<file path="config.mk">
export PLATFORM = sky130hd
export DESIGN_NAME = match_controller
export DESIGN_NICKNAME = d
export VERILOG_FILES = /design/src/rtl/match_controller.sv
export SDC_FILE = /design/constraint.sdc
export NUM_CORES = 1
export LEC_CHECK = 0
export ABC_AREA = 1
export CAP_MARGIN = 20
export CORE_MARGIN = 2
export CORE_UTILIZATION = 61
export DETAILED_ROUTE_END_ITERATION = 8
export HOLD_SLACK_MARGIN = 0.05
export PLACE_DENSITY = 0.79
export SLEW_MARGIN = 20
export SYNTH_ARGS = -nofsm -noshare
export SYNTH_HDL_FRONTEND = slang
export SYNTH_SLANG_ARGS = --single-unit
</file>
<file path="constraint.sdc">
create_clock -name clk -period 2 [get_ports clk]
set_input_delay 0.5 -clock clk [delete_from_list [all_inputs] [get_ports clk]]
set_output_delay 0.5 -clock clk [all_outputs]
set_load 0.05 [all_outputs]
</file>
<file path="src/rtl/match_controller.sv">
// Match sequencing for a two-player ball game: serve delay, point awarding,
// win detection and the control pulses sent to the score display.
module match_controller #(
  parameter int WIN_SCORE   = 11,
  parameter int SERVE_DELAY = 50000000
) (
  input  logic clk,
  input  logic reset_n,
  input  logic start,
  input  logic ball_out_left,
  input  logic ball_out_right,
  output logic player_left_scores,
  output logic player_right_scores,
  output logic score_clear,
  output logic ball_enable,
  output logic serve,
  output logic serve_left,
  output logic game_over,
  output logic winner_left
);

  // state      | meaning
  // IDLE       | after reset, waiting for a start edge
  // SERVE_WAIT | delay counter running down before the serve
  // PLAY       | ball in motion, goal lines watched
  // POINT      | one cycle: score pulse out, counter bump, win check
  // GAME_OVER  | match decided, waiting for a start edge
  typedef enum logic [2:0] {IDLE, SERVE_WAIT, PLAY, POINT, GAME_OVER} state_t;

  localparam logic [25:0] DELAY_LOAD = 26'(SERVE_DELAY - 1);
  localparam logic [7:0]  WIN_TARGET = 8'(WIN_SCORE);

  state_t      state, state_next;
  logic        start_q, start_edge;
  logic [25:0] delay, delay_next;
  logic [6:0]  cnt_left, cnt_right, cnt_left_next, cnt_right_next;
  logic [7:0]  scorer_plus1;
  logic        scorer_wins;
  logic        left_scores_next, right_scores_next, score_clear_next;
  logic        ball_enable_next, serve_next, serve_left_next;
  logic        game_over_next, winner_left_next;

  assign start_edge = start & ~start_q;

  // In POINT the registered score pulse identifies which side just scored.
  assign scorer_plus1 = player_left_scores ? ({1'b0, cnt_left} + 8'd1)
                                           : ({1'b0, cnt_right} + 8'd1);
  assign scorer_wins  = (scorer_plus1 == WIN_TARGET);

  always_ff @(posedge clk or negedge reset_n) begin
    if (!reset_n) begin
      state               <= IDLE;
      start_q             <= 1'b0;
      delay               <= '0;
      cnt_left            <= '0;
      cnt_right           <= '0;
      player_left_scores  <= 1'b0;
      player_right_scores <= 1'b0;
      score_clear         <= 1'b0;
      ball_enable         <= 1'b0;
      serve               <= 1'b0;
      serve_left          <= 1'b0;
      game_over           <= 1'b0;
      winner_left         <= 1'b0;
    end else begin
      state               <= state_next;
      start_q             <= start;
      delay               <= delay_next;
      cnt_left            <= cnt_left_next;
      cnt_right           <= cnt_right_next;
      player_left_scores  <= left_scores_next;
      player_right_scores <= right_scores_next;
      score_clear         <= score_clear_next;
      ball_enable         <= ball_enable_next;
      serve               <= serve_next;
      serve_left          <= serve_left_next;
      game_over           <= game_over_next;
      winner_left         <= winner_left_next;
    end
  end

  always_comb begin
    state_next = state;
    case (state)
      IDLE, GAME_OVER: if (start_edge) state_next = SERVE_WAIT;
      SERVE_WAIT:      if (delay == '0) state_next = PLAY;
      PLAY: begin
        if (ball_out_left && ball_out_right)      state_next = SERVE_WAIT;
        else if (ball_out_left || ball_out_right) state_next = POINT;
      end
      POINT:           state_next = scorer_wins ? GAME_OVER : SERVE_WAIT;
      default:         state_next = IDLE;
    endcase
  end

  always_comb begin
    delay_next        = delay;
    cnt_left_next     = cnt_left;
    cnt_right_next    = cnt_right;
    left_scores_next  = 1'b0;
    right_scores_next = 1'b0;
    score_clear_next  = 1'b0;
    serve_next        = 1'b0;
    ball_enable_next  = (state_next == PLAY);
    game_over_next    = (state_next == GAME_OVER);
    serve_left_next   = serve_left;
    winner_left_next  = winner_left;
    case (state)
      IDLE, GAME_OVER: begin
        if (start_edge) begin
          cnt_left_next    = '0;
          cnt_right_next   = '0;
          score_clear_next = 1'b1;
          delay_next       = DELAY_LOAD;
        end
      end
      SERVE_WAIT: begin
        if (delay != '0) delay_next = delay - 26'd1;
        else             serve_next = 1'b1;
      end
      PLAY: begin
        // Both lines crossed at once is a void rally: re-serve, same direction.
        if (ball_out_left && ball_out_right) delay_next        = DELAY_LOAD;
        else if (ball_out_right)             left_scores_next  = 1'b1;
        else if (ball_out_left)              right_scores_next = 1'b1;
      end
      POINT: begin
        if (player_left_scores)
          cnt_left_next = (cnt_left == 7'd127) ? cnt_left : cnt_left + 7'd1;
        else
          cnt_right_next = (cnt_right == 7'd127) ? cnt_right : cnt_right + 7'd1;
        serve_left_next = player_right_scores;
        if (scorer_wins) winner_left_next = player_left_scores;
        else             delay_next       = DELAY_LOAD;
      end
      default: ;
    endcase
  end

endmodule

</file>
### Yosys cells after proc, flatten, opt, wreduce, memory -nomap -nowiden

Cells that the tools add are included.

* bits in registers: 52
* bits of input ports: 5
* output and inout bits: 8
* word-level logic and storage cells: 79

* $add $sub $neg: 5
* equal/unequal tests: 17
* mux-type cells: 30
* bitwise gates (word level): 2
* reduce and logical (&&, ||, !) cells: 12

Operators with widths (count)
* $mux W26: 4
* $pmux W26 S4: 1
* $mux W7: 5
* $pmux W7 S2: 2
* $logic_not A26 Y1: 1
* $reduce_bool A26 Y1: 1
* $sub A26 B1 Y26 const B: 1
* $add A7 B1 Y8 const B: 2
* $ne A2 B2 Y1 const B: 8
* $mux W3: 5
* $add A7 B1 Y7 const B: 2
* $eq A7 B7 Y1 const B: 2
* $pmux W3 S4: 1
* $mux W1: 11
* $eq A3 B2 Y1 const B: 3
* $eq A8 B4 Y1 const B: 1
* $mux W8: 1
* $reduce_and A4 Y1: 2
* $eq A3 B3 Y1 const B: 2
* $reduce_and A5 Y1: 1
* $reduce_bool A4 Y1: 1
* $eq A3 B1 Y1 const B: 1
* $logic_not A3 Y1: 1
* $reduce_and A2 Y1: 1
* 6 further kinds: 6

### Longest topological paths before layout

Gate-level depths: netlist of run 1.

* depth in word-level cells: 6
* depth in mapped cells: 12
* depth with buffers taken out: 11

### Least setup slack after synthesis of run 1

OpenSTA, ideal clock, no wires.

* kind: register to register
* start: reg delay[0]
* end: reg delay[10]
* arrival: 1.601 ns
* data required time: 1.883 ns
* setup slack: 0.282 ns
* stages on the path, launching flop included: 12
* path buffers: 2
* cell sequence: dfrtp_1 -> inv_1 -> ha_1 -> buf_2 -> nand2_4 -> nor2_8 -> nand2_2 -> nor2_2 -> nand3_2 -> buf_2 -> nand3_1 -> nand2_1

* word-level cells in the longest chain between the ends: 3
* elaborated cells between the ends (all ways): 6
* those cells by class: 1 x add/sub; 1 x eq/ne; 2 x mux; 2 x reduce/logical

RTL lines
* from (decl): RTL line 35 `logic [25:0] delay, delay_next;`
* from (signal assigned): RTL line 68 `delay <= delay_next;`
* $sub A26 B1 Y26 or $reduce_bool A26 Y1 (tied branches): RTL line 118 `if (delay != '0) delay_next = delay - 26'd1;`
* $mux W26 or $ne A2 B2 Y1 (tied branches)
* $pmux W26 S4 or $reduce_and A5 Y1 (tied branches)

Parallel ways exist; a longest one is shown, timed or not. The select of a mux whose other input is x is not followed.
A chain may end at the register's enable or synchronous reset.

### Worst setup path after layout of run 1

* start: reg serve
* end: out serve

RTL lines
* from (decl): RTL line 16 `output logic serve,`
* from (signal assigned): RTL line 75 `serve <= serve_next;`

No word-level cell between the ends.

==> results of run 1 <==
worst register-to-register path, cell delays in order (launching register included):
cell and delay (ns):
dfrtp_1 0.44, nor2_1 0.17, nand2_1 0.13, nor2_2 0.21, nand4_1 0.18, nor2_1 0.19, nor2_2 0.04, buf_4 0.16
nand2_1 0.08, nand2_1 0.05
state kept, by name (all words and copies together), names as in the netlist, 3 cells and up:
| signal | flops |
|---|---|
| cnt_left | 7 |
| cnt_right | 7 |
| delay | 26 |
| state | 3 |
layout make-up:
class                   count  area (µm²)  share of cell area [%]
clock buffers               6        72.6                    2.00
clock inverters             2        38.8                    1.07
inverters                  57         214                    5.91
multi-input cells         359        1660                    45.9
flip-flops and latches     52        1300                    35.9
well taps                  70        87.6                    2.42
repair buffers             27         245                    6.77
routing by layer:
metal	vias up	GRT usage (%)	part of all wire [%]
li1	1550	-	-
met1	1417	37.5	47
met2	75	43.5	47
met3	5	4.35	4.9
met4	0	8.00	0.82
met5	-	0	0
Yosys cell counts (3+ instances only):
library cell and number:
xor2_1 8, nand3_1 54, nor2_2 5, dfrtp_1 52, ha_1 3, nand4_1 9
nand2_1 166, inv_1 52, nor2_1 64, a21oi_1 8, o21ai_0 14, buf_2 6
nand2_2 3, inv_2 5, nor3_1 6, nand3b_1 5
how the worst min path moves through the flow:
stage / cells after the start / to / slack, ns
after floorplan: 0 / ball_enable / 0.20
after detailed placement: 2 / serve_left / 0.46
after CTS: 2 / cnt_left[1] / 0.17
final: 2 / cnt_left[2] / 0.15
after global routing: 2 / cnt_left[2] / 0.20
after global placement: 2 / serve_left / 0.46
stage by stage:
step | setup slack (ns) | total power [mW] | hold WS [ns] | cell area [µm²]
after floorplan | 0.282 | 2.38 | 0.204 | 3230
after global routing | 0.00785 | 3.72 | 0.196 | 3620
final | 0.0467 | 3.46 | 0.150 | 3620
after global placement | -0.000362 | 2.67 | 0.461 | 3500
after CTS | 0.00106 | 3.46 | 0.171 | 3610
after detailed placement | -0.0301 | 2.72 | 0.462 | 3500
where the power goes:
group	leakage, nW	switching, mW	internal (mW)
Combinational	1.20	0.762	0.434
Clock	0.0558	0.369	0.379
Sequential	0.663	0.254	1.27
Total	1.92	1.38	2.08
kinds of logic (layout without fill, tap and decap cells):
group	count (synthesis)	after routing	share of synthesized area [%]
XOR/XNOR	8	8	2.17
flip-flops	52	52	40.3
buffers and inverters	65	92	8.26
AND/OR/NAND/NOR	323	323	44.0
adder cells (fa/ha/maj)	3	3	1.16
AO/OA/AOI/OAI	25	25	4.03
what timing repair did:
| item | in CTS | in global routing |
|---|---|---|
| buffers inserted | 0 | 1 |
| resized for setup | 0 | 3 |
| setup endpoints to repair | 0 | 11 |
==> results.json, run 1 <==
{
  "grt.total_usage_pct": 26.9,
  "maxSlewHeadroom_pct": 66.1,
  "syn_inst": 476,
  "worstHoldPathType": "in2async",
  "grt_max_degree": 53,
  "ctsHoldBuffers": 0,
  "post-route-drc-count": 0,
  "r2r_start": "delay[11]",
  "clock_sinks": 52,
  "ff2ff_path_depth": 9,
  "ys_ff_latch": 52,
  "place_congestion": 0.936,
  "coreArea_um2": 5110,
  "crit_type": "reg2out",
  "finish.utilization_pct": 70.9,
  "synth_flop_cell": "dfrtp_1",
  "cts_tree": "yes",
  "ant_nets": 0,
  "grt_pass1_vias": 2878,
  "viasPerCell": 5.32,
  "cp_num_buf_inv": 1,
  "rows": 26,
  "r2r_end": "delay[21]",
  "dp.cells": 564,
  "fmax_mhz": 512,
  "antenna_found_initial": 0,
  "ff2ff_setup_slack_ns": 0.26,
  "worstSkewPairLatency_ns": 0.31,
  "dieArea_um2": 5890,
  "synth_top_area_share_pct": 40.3,
  "hold_viol": 0,
  "rsz0062_at_grt": "no",
  "drt_iter0_markers": 283,
  "synthTopCellsByArea": "dfrtp_1, nand2_1, nand3_1, nor2_1, inv_1",
  "end_kind": "output pin",
  "crit_path_top_delay_cell": "clkdlybuf4s50_1",
  "ys_types": 27,
  "status": "finished clean",
  "hpwlAfterDp_um": 5430,
  "final_cells": 573,
  "die_x_um": 76.7,
  "htree_num_levels": 2,
  "endpoint": "serve",
  "synth-seq-area-share_pct": 40.3,
  "grt_overflow": 0,
  "crit_start": "serve",
  "yosysWarnings": 0,
  "p_per_area_nw_per_um2": 956,
  "fin_crit_sh_pct": 97.7,
  "maxCapViolCount": 0,
  "die_h_um": 76.7,
  "io_buffers": 12,
  "path_cells": "clkdlybuf4s50_1",
  "path_clk_slew_ns": 0.10,
  "grt_first_pass_wirelength_um": 12800,
  "insertedDiodeCount": 0,
  "wirelength_um": 7300,
  "drive_gt1_share_pct": 9.54,
  "clk_path_buf_depth": 2,
  "path_depth": 1,
  "layout_commonest_cell": "nand2_1",
  "critPathMaxStageDelay_ns": 0.80,
  "avgSynthCellArea_um2": 6.78,
  "area_delta_synth_final_pct": 12.3,
  "synth_area_um2": 3230,
  "io_pins": 13,
  "critPathLaunchType": "register",
  "cts_buffers": 5,
  "final_max_slew_viol_count": 0,
  "skew_ns": 0.00955,
  "setup_viol": 0,
  "leakagePower_nw": 1.92,
  "synth_edf_count": 0,
  "wire_per_inst_um": 12.7,
  "tightest_slew_ns": 0.508,
  "crit_fanout": 1,
  "worstPathRequired_ns": 1.50,
  "syn-num-nets": 484,
  "irDropWorstVdd_uv": 656,
  "synth_top_cell_by_area": "dfrtp_1",
  "async_reset_ff_share_pct": 100,
  "vias": 3047,
  "nFillCells": 444,
  "cp.arrival_ns": 1.45,
  "path_delay_family": "buffers and inverters",
  "final_cell_mix": "nand2_1, nor2_1, nand3_1",
  "root_buffer": "clkbuf_8",
  "drt_pass1_iterations": 5,
  "nets": 510,
  "tns_ns": 0,
  "fin_crit_ns": 1.95,
  "initial_core_util_pct": 63.2
}
Power figures use the tool's default switching activity.
==> run 2, diff against run 1 <==
- CTS_CLUSTER_DIAMETER: not set -> 80
==> results of run 2 <==
The final DEF is identical to that of run 1; final timing and power are the same.
==> run 3, diff against run 2 <==
- SKIP_LAST_GASP: not set -> 1
==> results of run 3 <==
The final DEF is identical to that of run 1; final timing and power are the same.
